===== src/rtl/jtframe_prog_loader.sv =====
// Buffers ROM download bytes in a 4-deep FIFO and issues them as SDRAM (held until prog_ack) or PROM (single-strobe) writes.
// Latency: ioctl_wr in cycle k -> prog_we/prom_we from cycle k+2; a full FIFO drops the byte unless a pop happens that same cycle.
module jtframe_prog_loader #(
  parameter logic [22:0] PROM_START  = 23'h40_0000,
  parameter int          POST_CYCLES = 1024
) (
  input  logic        clk,
  input  logic        rst,
  input  logic        downloading,
  input  logic [22:0] ioctl_addr,
  input  logic [7:0]  ioctl_data,
  input  logic        ioctl_wr,
  input  logic        prog_ack,
  output logic [21:0] prog_addr,
  output logic [7:0]  prog_data,
  output logic [1:0]  prog_mask,
  output logic        prog_we,
  output logic        prom_we,
  output logic        dwnld_busy,
  output logic        overflow
);

  localparam logic [21:0] POST_LOAD = 22'(POST_CYCLES);

  logic [30:0] mem [4];
  logic [1:0]  wr_ptr, rd_ptr;
  logic [2:0]  count;
  logic        empty, full, pop, push;
  logic [22:0] head_addr;
  logic [7:0]  head_data;
  logic [21:0] post_cnt;
  logic        dl_last;

  assign empty = (count == 3'd0);
  assign full  = (count == 3'd4);
  // prog_we low at the edge guarantees the mandatory idle cycle after an ack
  assign pop   = !empty && !prog_we;
  assign push  = ioctl_wr && (!full || pop);
  assign {head_addr, head_data} = mem[rd_ptr];

  always_ff @(posedge clk) begin
    if (push) mem[wr_ptr] <= {ioctl_addr, ioctl_data};
  end

  always_ff @(posedge clk or posedge rst) begin
    if (rst) begin
      wr_ptr <= 2'd0;
      rd_ptr <= 2'd0;
      count  <= 3'd0;
    end else begin
      if (push) wr_ptr <= wr_ptr + 2'd1;
      if (pop)  rd_ptr <= rd_ptr + 2'd1;
      count <= count + 3'(push) - 3'(pop);
    end
  end

  always_ff @(posedge clk or posedge rst) begin
    if (rst) begin
      prog_we   <= 1'b0;
      prom_we   <= 1'b0;
      prog_addr <= 22'd0;
      prog_data <= 8'd0;
      prog_mask <= 2'b11;
    end else begin
      prom_we <= 1'b0;
      if (prog_we && prog_ack) prog_we <= 1'b0;
      if (pop) begin
        prog_data <= head_data;
        if (head_addr >= PROM_START) begin
          prom_we   <= 1'b1;
          prog_addr <= 22'(head_addr - PROM_START);
          prog_mask <= 2'b11;
        end else begin
          prog_we   <= 1'b1;
          prog_addr <= head_addr[22:1];
          prog_mask <= head_addr[0] ? 2'b01 : 2'b10;
        end
      end
    end
  end

  always_ff @(posedge clk or posedge rst) begin
    if (rst) begin
      overflow <= 1'b0;
      dl_last  <= 1'b0;
      post_cnt <= 22'd0;
    end else begin
      dl_last <= downloading;
      if (ioctl_wr && full && !pop)         overflow <= 1'b1;
      else if (downloading && !dl_last)     overflow <= 1'b0;
      if (downloading || !empty || prog_we || prom_we) post_cnt <= POST_LOAD;
      else if (post_cnt != 22'd0)                      post_cnt <= post_cnt - 22'd1;
    end
  end

  assign dwnld_busy = downloading || !empty || prog_we || (post_cnt != 22'd0);

endmodule


===== config.mk =====
export PLATFORM = sky130hd
export DESIGN_NAME = jtframe_prog_loader
export DESIGN_NICKNAME = d
export VERILOG_FILES = /design/src/rtl/jtframe_prog_loader.sv
export SDC_FILE = /design/constraint.sdc
export NUM_CORES = 1
export LEC_CHECK = 0
export BUFFER_PORTS_ARGS = -buffer_cell sky130_fd_sc_hd__buf_2
export CORE_ASPECT_RATIO = 1.25
export CORE_MARGIN = 4
export CORE_UTILIZATION = 35
export CTS_BUF_LIST = sky130_fd_sc_hd__clkbuf_16
export DETAILED_ROUTE_END_ITERATION = 8
export GPL_TIMING_DRIVEN = 0
export PLACE_DENSITY = 0.57
export SLEW_MARGIN = 0
export SYNTH_ARGS = -nofsm -noshare
export SYNTH_HDL_FRONTEND = slang
export SYNTH_SLANG_ARGS = --single-unit

===== constraint.sdc =====
create_clock -name clk -period 3.3 [get_ports clk]
set_input_delay 0.66 -clock clk [delete_from_list [all_inputs] [get_ports clk]]
set_output_delay 0.66 -clock clk [all_outputs]
set_load 0.01 [all_outputs]

==> run summary, run 1 <==
The run finished with clean final reports. The highest net fanout along the worst path works out to 10. The detailed router placed 4340 vias in this run. The pre-CTS setup slack is -0.0698 ns. The layout has 2001 filler cells. The total nets after synthesis was 515; the total grt overflow was 0.

The worst min-delay path category is in -> async. The Yosys step of the flow raised 0 warnings. The fraction of final layout cells sized beyond drive strength 1 works out to 0.293. The number of enable flip-flop cells after synthesis was 124.

Among all stages on the critical path, the largest delay is contributed by sky130_fd_sc_hd__dfrtp_1. The via count of the first global-routing pass was 4679. Main flop type after synthesis: sky130_fd_sc_hd__edfxtp_1. The share of the cycle needed by the critical path after routing is 0.951, and the distinct cell type count of the synthesized netlist is 42. Worst reg2reg path endpoint: count[2]$_DFF_PP0_. The signal on the critical path passes through inv_1, ha_1, nor3b_2, and3_1, clkbuf_2, buf_4, nand2_1, or3_1, buf_2. The initialized floorplan defines 60 standard-cell rows. The classification of the worst setup path was reg -> out.

Relative to the synthesized area, the layout overhead comes to 19.1%. The time the final worst path needs with I/O delays and setup was 3.14 ns. STA classifies the critical path endpoint as an output pin. The maximum vdd drop was 0.482 mV. The largest incremental delay on the critical path was 0.41 ns; the buffer and inverter count on the worst path was 4.

In this run, synthesis produced a sequential element count of 189. The setup clock skew after layout is 0.0127 ns. The synthesized netlist occupies a cell area of 7640 sq um. In this run, CTS created clock tree buffers numbering 17. Setup repair after global routing left no endpoint under its margin.

For the worst setup margin, the log shows 0.162 ns. TritonCTS built the clock tree. For this run, the post-layout net count is 608.

Ranked by total cell area, the synthesized netlist is headed by sky130_fd_sc_hd__edfxtp_1 49%, sky130_fd_sc_hd__dfrtp_1 21%, sky130_fd_sc_hd__mux4_2 9.1%. After clock tree synthesis, the clock-pin slew on the worst setup and hold paths is 0.08 ns. The die covers 24300 sq um. The capturing instance or port of the critical path was dwnld_busy. The slew at the pin closest to its max-slew limit was 0.880 ns. The worst register-to-register path has a depth of 10. Max-cap violations in this run came to 0. The worst reg-to-reg setup slack is 0.40 ns, and the number of vias per cell after detailed routing is 5.06. Before antenna repair, the detailed router went through 4 iterations.

In this run the number of H-tree levels came out at 4. For this design the static power due to leakage is 3.44 nW. No sink is reached through more buffers than the 2 on the longest clock path.

Setup violations remaining at the end of the flow were counted as 0. Final count of hold timing violations: 0. The floorplan step set the die height to 173 microns.

The clock root buffer was sky130_fd_sc_hd__clkbuf_16. The highest achievable clock rate is 0.319 GHz, and the worst hold-check slack is 0.395 ns. The first global-routing pass estimated 25800 microns of wire. The worst register-to-register path begins at count[1]$_DFF_PP0_. In the routed design, unresolved DRC markers number 0.

Data arrives at the worst endpoint at 2.48 ns. The run gives 189 as the number of sinks handled by clock tree synthesis. The count of nets left with antenna violations once routing finished came out at 0. The logs give 10900 microns for the total half-perimeter wirelength after legalization and detailed placement and 0.138 for the all-layer global routing usage. The relative slew slack was 0.414; the routability congestion estimate was 0.794. The async set-reset flop share out of synthesis was 0.344. Tracing the worst setup path back leads to its startpoint at post_cnt[0]$_DFFE_PP0P_. The number of antenna violations at the first check in global routing came out at 2.

The top cell type's share of synthesized area works out to 0.487. A synthesized cell averages 16.2 sq um. The share of the yosys chip area belonging to registers was 0.701; the horizontal die dimension was 140 microns. Dividing total power by cell area gives a power density of 913 nW/um^2. Cell class contributing the biggest share of worst-path delay: simple AND/OR/NAND/NOR gates. The final number of max-transition violations was 0. Of all cell types, the one taking the most synthesized area is sky130_fd_sc_hd__edfxtp_1. Starting density of the core: 0.356. The worst setup path is launched from a register.

For the clock network latency to the later pin of the worst-skew pair, the log shows 0.43 ns. During I/O placement, the number of pins put on the boundary was 72. The maximum number of pins on one net before global-route repair is 66, and the critical path data required time is 2.64 ns.

Buffers placed on the I/O ports in this run total 71. After detailed routing, the average wire length per cell comes to 18.7 microns. The logs give 16000 microns for the detailed-route wire length and 260 for the number of DRC markers after the initial detailed-route iteration.

For the placeable core area, the log shows 21500 sq um. Counting every instance in the synthesized netlist gives 471. Counting buffers and inverters, the worst setup path is 9 cells deep.
where the power goes:
| part | total [mW] | internal, mW | switching, mW |
|---|---|---|---|
| Combinational | 2.83 | 1.26 | 1.57 |
| Sequential | 3.42 | 3.17 | 0.251 |
| Clock | 2.06 | 1.04 | 1.02 |
| Total | 8.31 | 5.47 | 2.84 |
synthesized netlist by cell type, drive strengths merged, types with 2 or more instances:
library cell / number
o21ai: 6
and3: 2
edfxtp: 124
dfrtp: 63
ha: 7
xnor2: 4
mux2: 9
nor3: 9
nand3: 4
or2: 2
clkbuf: 18
nor2b: 2
dfstp: 2
o31ai: 6
a22o: 2
a31oi: 2
buf: 8
a21oi: 35
mux4: 31
nor2: 26
and2: 6
a2111o: 2
a211o: 2
or4: 8
inv: 13
nor4: 5
nand2b: 7
nand2: 16
a2111oi: 3
or3: 9
mux2i: 27
a211oi: 3
per-layer routing:
metal  up-vias  GRT usage  routed length (microns)
met1      2216      0.172                     6650
met4         2     0.0460                      238
li1       2007          -                        -
met5         -          0                       13
met3        18     0.0351                      729
met2        97      0.233                     8360
cell type report:
| type | count | area (sq um) | share of cell area |
|---|---|---|---|
| buffer | 25 | 109 | 0.0120 |
| antenna | 1 | 2.50 | 0.000275 |
| timing repair buffer | 75 | 443 | 0.0487 |
| multi-input combinational | 243 | 2170 | 0.239 |
| sequential | 189 | 5350 | 0.588 |
| clock buffer | 17 | 425 | 0.0467 |
| inverter | 13 | 51.3 | 0.00564 |
| tap | 279 | 349 | 0.0384 |
| clock inverter | 15 | 194 | 0.0213 |
layout by cell type, fill, tap and decap left out, drive strengths merged, types with 3 or more instances in the layout:
cell	netlist	routed
a211oi	3	3
nand2b	7	7
edfxtp	124	124
a2111oi	3	3
xnor2	4	4
inv	13	21
or3	9	9
ha	7	7
clkinv	0	7
and2	6	6
o21ai	6	6
mux2i	27	27
nor2	26	26
mux2	9	9
a21oi	35	35
mux4	31	31
o31ai	6	6
or4	8	8
nand3	4	4
nor3	9	9
clkbuf	18	33
buf	8	84
nor4	5	5
nand2	16	16
dfrtp	63	63
sequential cells by signal, summed over array words and instances, names as in the netlist:
signal,cells
post_cnt,22
mem,124
wr_ptr,2
prog_addr,22
prom_we,1
prog_mask,2
prog_data,8
count,3
prog_we,1
overflow,1
rd_ptr,2
dl_last,1
worst min path at each step:
stage                                to  slack, ns  cells past startpoint
2_1_floorplan  post_cnt[16]$_DFFE_PP0P_       0.49                      1
3_3_place_gp   prog_data[7]$_DFFE_PP0N_       0.49                      1
3_5_place_dp       overflow$_DFFE_PP0P_       0.49                      1
4_1_cts               dl_last$_DFF_PP0_       0.37                      1
5_1_grt               dl_last$_DFF_PP0_       0.38                      1
6_report        post_cnt[0]$_DFFE_PP0P_       0.40                      2
through the flow:
stage | TNS [ns] | total power, mW | util | cells | cell area, sq um
finish | 0 | 8.31 | 0.424 | 857 | 9100
detailed placement | -0.131 | 6.36 | 0.393 | 825 | 8440
global route | 0 | 8.87 | 0.424 | 857 | 9100
CTS | 0 | 8.46 | 0.423 | 857 | 9090
floorplan | 0 | 5.38 | - | 471 | 7640
global placement | -1.49 | 6.22 | 0.389 | 821 | 8350
repair_timing:
action                     in CTS  in global routing
setup endpoints to repair       3                  3
hold buffers                    0                  0
gates resized for setup         9                  3
cloned                          0                  0
pin swaps                       0                  0
buffers inserted                0                  0
cells by family (layout without fill, tap and decap cells):
kind of cell               Yosys count  after routing  share of synthesized area
DFF                                189            189                      0.701
and+or+nand+nor                    100            100                     0.0693
muxes                               67             67                      0.140
AOI/OAI and AO/OA                   63             63                     0.0504
buffers and inverters               39            145                     0.0200
adders and majority gates            8              8                     0.0141
xor gates and xnor gates             5              5                    0.00573
other                                0              1                          0
Note: power is estimated with default switching activity, not from simulation.
==> inputs of run 2 (changes only) <==
--- a/config.mk
+++ b/config.mk
@@ -5,6 +5,7 @@
 export SDC_FILE = /design/constraint.sdc
 export NUM_CORES = 1
 export LEC_CHECK = 0
+export ABC_AREA = 1
 export BUFFER_PORTS_ARGS = -buffer_cell sky130_fd_sc_hd__buf_2
 export CORE_ASPECT_RATIO = 1.25
 export CORE_MARGIN = 4
==> run 2 against run 1 <==
  * Global-route usage increased by 2.1 points
  * Sequential cell count is the same
  * Critical path depth decreased by 1
  * Wire length up 22%
  * Critical endpoint is now count[2]$_DFF_PP0_
  * Largest cell class unchanged
==> run summary, run 2 <==
The first global-routing pass estimated 30400 microns of wire. The register with the most flip-flops in the layout has 124 of them. Input and output buffers added on the ports amount to 71. Summing every instance area after synthesis gives 8150 sq um. At the end of the flow, the number of nets in the layout was 872. The library cells used most frequently in the layout, excluding fill and tap cells, are 157 x sky130_fd_sc_hd__nand2_1, 124 x sky130_fd_sc_hd__edfxtp_1, 84 x sky130_fd_sc_hd__buf_2.

The per-cell routed wire length was 17.3 microns; the signed area change from the synthesized netlist to the final layout was 18.3%. STA classifies the critical path endpoint as a register. The total half-perimeter wirelength after legalization and detailed placement was 13600 microns. The number of setup buffers added after CTS is 0, and the placeable core area is 23000 sq um. The worst setup path is launched from a register. Power comes to 9.10 mW. For the setup violation total in the final timing report, the log shows 0. The tools report the final routed DRC violation total as 0.

The total grt overflow is 0. The vertical extent of the die was 179 microns. The portion of total power attributed to the clock network was 0.232; the time the final worst path needs with I/O delays and setup was 2.49 ns.

For the number of max-cap violations, the log shows 0. The share of the cycle needed by the critical path after routing is 0.755, and the iteration count of the initial detailed-routing pass is 5. The number of DRC markers after the initial detailed-route iteration is 270, and the yosys synthesis warning count is 0.

Before CTS, the worst setup slack after placement is 0.814 ns. After routing, the total negative slack on setup checks comes to 0 ns. The floorplan has 62 rows.

The tools report the H-tree level count as 4. The final count of hold timing violations is 0, and the horizontal die dimension is 144 microns. Final number of max-transition violations: 0. TritonCTS created 17 clock buffers. In the final layout, the registers with the most flip-flops are mem (124), post_cnt (22), prog_addr (22). Setup repair after global routing left no endpoint under its margin. In the routed layout, each cell is associated on average with a via count of 4.88.

Final antenna diode count: 0. The tools report the portion of total power attributed to combinational logic as 0.388. Clock root buffer: sky130_fd_sc_hd__clkbuf_16.

Dividing total power by cell area gives a power density of 945 nW/um^2. IR analysis of the VDD net gives a maximum drop of 0.363 mV. The tools report the portion of total power attributed to sequential cells as 0.380. The synthesized design spends more area on one cell type than any other, namely sky130_fd_sc_hd__edfxtp_1. Tracing the worst setup path back leads to its startpoint at count[1]$_DFF_PP0_. The critical path is of the reg -> reg type.

The internal power of the cells totals 5.38 mW. The maximum number of pins on one net before global-route repair came out at 66. The flow ran to the end, and the final reports show no timing, DRC or antenna violations.

The total nets after synthesis is 777, and the slew at the pin closest to its max-slew limit is 0.730 ns. Clock latency on the worst-skew pair, taken at its later pin, is 0.44 ns. At the worst endpoint, the arrival time is 2.81 ns. The library cell used most frequently in the layout, excluding fill and tap cells, is sky130_fd_sc_hd__nand2_1. The fraction of final layout cells sized beyond drive strength 1 is 0.233, and the fraction of power spent switching nets is 0.409. Clock-pin slew was measured on the worst setup and hold paths at 0.08 ns. The hold buffer count at CTS is 0, and the async set-reset flop share out of synthesis is 0.344. Sorting the synthesized cells by area gives the leading types as sky130_fd_sc_hd__edfxtp_1 46%, sky130_fd_sc_hd__dfrtp_1 19%, sky130_fd_sc_hd__nand2_1 7.2%. The number of routed nets with antenna violations was 0. The mean instance size in the synthesized netlist works out to 11.1 sq um. Yosys instantiated no cell more often than sky130_fd_sc_hd__nand2_1.

The setup clock skew after layout was 0.0176 ns; the standby leakage power was 3.95 nW. The tools report the number of antenna violations at the first check in global routing as 1. The all-layer global routing usage was 0.158; the net switching component of the power was 3.73 mW. The routability congestion estimate came out at 0.833. The synthesized design contains 189 register bits. Static timing analysis puts the maximum clock frequency at 0.402 GHz.

Total vias in the final route: 5506. The run gives 0.657 as the share of the yosys chip area belonging to registers. The logs give 733 for the cell count after synthesis and 72 for the number of placed I/O pins.

The run gives 19500 microns as the detailed-route wire length. In the synthesized netlist the dominant register cell turns out to be sky130_fd_sc_hd__edfxtp_1. In this run the critical register-to-register path is launched from count[1]$_DFF_PP0_.

The die covers 25800 sq um. The worst min-delay path category is in -> async. The top cell type's share of synthesized area was 0.457; the highest net fanout along the worst path was 8. Counting flops per register, the top entry is mem. The relative slew slack was 0.514; the critical path data required time was 3.62 ns. The via count of the first global-routing pass is 5355, and the distinct cell type count of the synthesized netlist is 43.

TritonCTS built the clock tree. For the count of cells resized by post-cts repair, the log shows 0. For the number of sinks handled by clock tree synthesis, the log shows 189. The longest clock path from root to sink contains 2 buffers. Ranked by instance count, the synthesized netlist is headed by 157 x sky130_fd_sc_hd__nand2_1, 124 x sky130_fd_sc_hd__edfxtp_1, 84 x sky130_fd_sc_hd__nor2_1.

The run gives 0.355 as the starting density of the core. The number of enable flip-flop cells after synthesis works out to 124. Setup slack on the critical path of the routed design comes to 0.810 ns.
-- run 2: worst paths after layout --
path	slack, ns	to	cells after the start
min	0.30	post_cnt[8]$_DFFE_PP0P_	3
min reg2reg	0.49	post_cnt[0]$_DFFE_PP0P_	1
min in group clk	0.42	dl_last$_DFF_PP0_	1
max	0.81	count[2]$_DFF_PP0_	8
max reg2reg	0.81	count[2]$_DFF_PP0_	8
max in group asynchronous	2.67	prog_mask[0]$_DFFE_PP1N_	3
-- run 2: power groups by stage --
stage	Combinational [mW]	Sequential, mW	Clock [mW]
floorplan	2.26	3.53	0
global placement	3.42	3.54	0
detailed placement	3.58	3.51	0
CTS	3.59	3.47	2.14
global route	3.95	3.52	2.25
finish	3.53	3.46	2.11
-- run 2: cell families (layout without fill, tap and decap cells) --
family                     after synthesis  after routing  share of synthesized area
buffers and inverters                   75            183                     0.0464
xor gates and xnor gates                 5              5                    0.00538
DFF                                    189            189                      0.657
AOI/OAI and AO/OA                       52             52                     0.0393
adders and majority gates                8              8                     0.0132
and+or+nand+nor                        404            404                      0.239
-- run 2: worst max-delay path, cell delays in order, from the launching register on --
cell                      delay (ns)
sky130_fd_sc_hd__dfrtp_1        0.44
sky130_fd_sc_hd__or2_4          0.29
sky130_fd_sc_hd__o31ai_4        0.52
sky130_fd_sc_hd__ha_1           0.34
sky130_fd_sc_hd__inv_1          0.06
sky130_fd_sc_hd__ha_1           0.13
sky130_fd_sc_hd__inv_1          0.05
sky130_fd_sc_hd__fa_1           0.38
sky130_fd_sc_hd__xor2_1         0.17
-- run 2: final cells by class --
class / instances / area [sq um]
fillers: 2212 / 13300
flip-flops and latches: 189 / 5350
multi-input cells: 469 / 2440
repair buffers: 76 / 470
clock buffers: 17 / 425
well taps: 288 / 360
plain buffers: 32 / 204
clock inverters: 15 / 201
inverters: 43 / 176
-- run 2: metal layers --
| metal | global-route usage | vias up | routed length, microns |
|---|---|---|---|
| li1 | - | 2712 | - |
| met1 | 0.202 | 2661 | 8450 |
| met2 | 0.271 | 115 | 10000 |
| met3 | 0.0314 | 16 | 785 |
| met4 | 0.0474 | 2 | 229 |
| met5 | 0 | - | 7 |
-- run 2: through the flow --
| stage | instance area, sq um | std cells | utilization | hold WS (ns) |
|---|---|---|---|---|
| floorplan | 8150 | 733 | - | 0.446 |
| global placement | 8860 | 1092 | 0.386 | 0.466 |
| detailed placement | 9010 | 1097 | 0.392 | 0.471 |
| CTS | 9640 | 1129 | 0.420 | 0.307 |
| global route | 9640 | 1129 | 0.420 | 0.318 |
| finish | 9640 | 1129 | 0.420 | 0.301 |
==> inputs of run 3 (changes only) <==
==> constraint.sdc (replaced) <==
create_clock -name clk -period 2.41 [get_ports clk]
set_input_delay 0.482 -clock clk [delete_from_list [all_inputs] [get_ports clk]]
set_output_delay 0.482 -clock clk [all_outputs]
set_load 0.01 [all_outputs]
==> run 3 against run 2 <==
  * Clock power increased by 37%
  * Critical path depth is 2 lower
  * Via count about the same
  * Sequential cell count did not move
  * Core utilization hardly changed
  * Combinational power increased by 37%
  * Die area did not move
  * Critical endpoint is now dwnld_busy
  * Highest routed layer unchanged
==> run summary, run 3 (synthesized netlist as in run 2, its figures left out) <==
The logs give 19400 microns for the detailed-route wire length and 17 for the clock buffer count from CTS. Of all nets on the critical path, the largest fanout is 6. Across the run, the number of max-cap violations was 0.

The worst-case IR drop observed on VDD is 0.500 mV. The setup check on the worst reg-to-reg path leaves a slack of 0.21 ns. mem holds more flip-flops than any other register. During placement, the flow inserted port buffers numbering 71. The tools report the relative slew slack as 0.504. The buffer and inverter count on the worst path came out at 2. The wire-length estimate of the detail-placed layout is 13600 microns. The horizontal die dimension works out to 144 microns. Summed over all cells, the static leakage comes to 3.95 nW. Maximum number of pins on one net before global-route repair: 66. Setup repair after global routing left no endpoint under its margin. The register with the most flip-flops in the layout has 124 of them.

Via count of the first global-routing pass: 5361. The library cell used most frequently in the layout, excluding fill and tap cells, is sky130_fd_sc_hd__nand2_1. Summing over every cut layer, the via total after detailed routing is 5503. The worst reg2reg path endpoint was count[2]$_DFF_PP0_. The final core utilization is 0.420, and the all-layer global routing usage is 0.158.

In the routed layout, each cell is associated on average with a via count of 4.87. The library cells used most frequently in the layout, excluding fill and tap cells, are 157 x sky130_fd_sc_hd__nand2_1, 124 x sky130_fd_sc_hd__edfxtp_1, 83 x sky130_fd_sc_hd__buf_2. On the worst path, the slowest cell contributes a delay of 0.40 ns.

The fraction of final layout cells sized beyond drive strength 1 was 0.233. The slew at the pin closest to its max-slew limit is 0.745 ns, and the clock network latency to the later pin of the worst-skew pair is 0.44 ns. At the end of routability-driven placement, the weighted congestion stood at 0.833. The initialized floorplan defines 62 standard-cell rows. At the worst endpoint, the required time is 1.93 ns.

The worst min-delay path category is in -> async. For the final database, setup skew stands at 0.0133 ns. The number of antenna diodes in the final layout is 0.

TritonCTS built the clock tree. The tools report the final count of hold timing violations as 0. The vertical extent of the die is 179 microns.

The H-tree was split into 4 levels. The tools report the final number of max-transition violations as 0. Data arrives at the worst endpoint at 1.79 ns. Before antenna repair, the detailed router went through 4 iterations.

The setup violation total in the final timing report was 0. STA classifies the critical path endpoint as an output pin. The placeable core area is 23000 sq um, and the number of routed nets with antenna violations is 0. The worst register-to-register path begins at count[1]$_DFF_PP0_. The die footprint came out at 25800 sq um.

The logs give 30400 microns for the global-route wire length before repair and 0.355 for the starting density of the core. The per-cell routed wire length is 17.2 microns, and the final routed DRC violation total is 0. The number of antenna violations at the first check in global routing is 1. Classification of the worst setup path: reg -> out. The clock drives 189 sinks. For the number of nets in the finished design, the log shows 872. The time the final worst path needs with I/O delays and setup is 2.27 ns, and the signed area change from the synthesized netlist to the final layout is 18.3%. The logs give 72 for the number of placed I/O pins and 298 for the number of DRC markers after the initial detailed-route iteration.

The tools report the clock root buffer as sky130_fd_sc_hd__clkbuf_16. For the total grt overflow, the log shows 0. The signal on the critical path passes through inv_1, ha_1, nand2_2, nor2_4, nand4_1, buf_2.

Clock-pin slew was measured on the worst setup and hold paths at 0.08 ns. The highest achievable clock rate is 0.440 GHz. Power spread over the standard cell area amounts to 1290 nW/um^2.

Total power for the finished layout comes to 12.5 mW. The cell count of the worst reg-to-reg path was 10. The run finished with clean final reports. Cell with the biggest individual delay on the critical path: sky130_fd_sc_hd__dfrtp_1.

The worst setup path is launched from a register. The largest registers in the layout are mem (124), post_cnt (22), prog_addr (22). Grouping stages by cell kind, the critical path spends the most delay in simple AND/OR/NAND/NOR gates.

The share of the cycle needed by the critical path after routing was 0.942; the maximum buffer depth of the clock tree was 2.
==> run 3: cell counts in the layout (fill, tap and decap cells not counted) <==
Identical to the previous run, type by type.
==> run 3: layout make-up <==
class                      count  area, sq um
timing repair buffer          77          478
tap                          288          360
clock buffer                  17          425
sequential                   189         5350
inverter                      43          176
multi-input combinational    469         2440
fill                        2211        13300
buffer                        31          199
clock inverter                15          201
==> run 3: report_power, final <==
part / leakage (nW) / internal, mW / switching [mW]
Combinational: 1.70 / 1.58 / 3.24
Clock: 0.302 / 1.44 / 1.46
Sequential: 1.95 / 4.33 / 0.404
==> run 3: routing by layer <==
layer  track usage  up-vias  part of all wire
met5             0        -           0.00036
met4        0.0474        2             0.015
met3        0.0314       20             0.040
met2         0.271      115              0.51
met1         0.202     2650              0.43
li1              -     2716                 -
==> run 3: repair_timing <==
action	4_1_cts	5_1_grt
endpoints found under the hold margin	0	0
buffers inserted	1	0
hold buffers	0	0
endpoints found under the setup margin	2	0
resized for setup	0	0
==> run 3: worst max path at each step <==
stage,startpoint,end,slack (ns),cells after the start
after floorplan,prog_we$_DFF_PP0_,mem[0][0]$_DFFE_PP_,-0.04,3
after global placement,prog_we$_DFF_PP0_,mem[1][21]$_DFFE_PP_,-1.35,3
after detailed placement,count[1]$_DFF_PP0_,count[2]$_DFF_PP0_,-0.08,8
after CTS,post_cnt[0]$_DFFE_PP0P_,dwnld_busy,0.11,6
after global routing,post_cnt[1]$_DFFE_PP0P_,dwnld_busy,0.04,6
final,post_cnt[0]$_DFFE_PP0P_,dwnld_busy,0.14,6
==> run 3: stage by stage <==
| step | hold slack, ns | TNS [ns] | cell area, sq um | std cells | setup slack (ns) |
|---|---|---|---|---|---|
| 2_1_floorplan | 0.446 | -4.97 | 8150 | 733 | -0.0401 |
| 3_3_place_gp | 0.466 | -214.62 | 8860 | 1092 | -1.35 |
| 3_5_place_dp | 0.471 | -0.123 | 9010 | 1097 | -0.0761 |
| 4_1_cts | 0.129 | 0 | 9640 | 1129 | 0.113 |
| 5_1_grt | 0.140 | 0 | 9640 | 1129 | 0.0376 |
| 6_report | 0.118 | 0 | 9640 | 1129 | 0.139 |
==> run 3: tightest hold or removal path, delay by kind of cell <==
family	cells	cell delay, ns
buffers and inverters	3	0.46
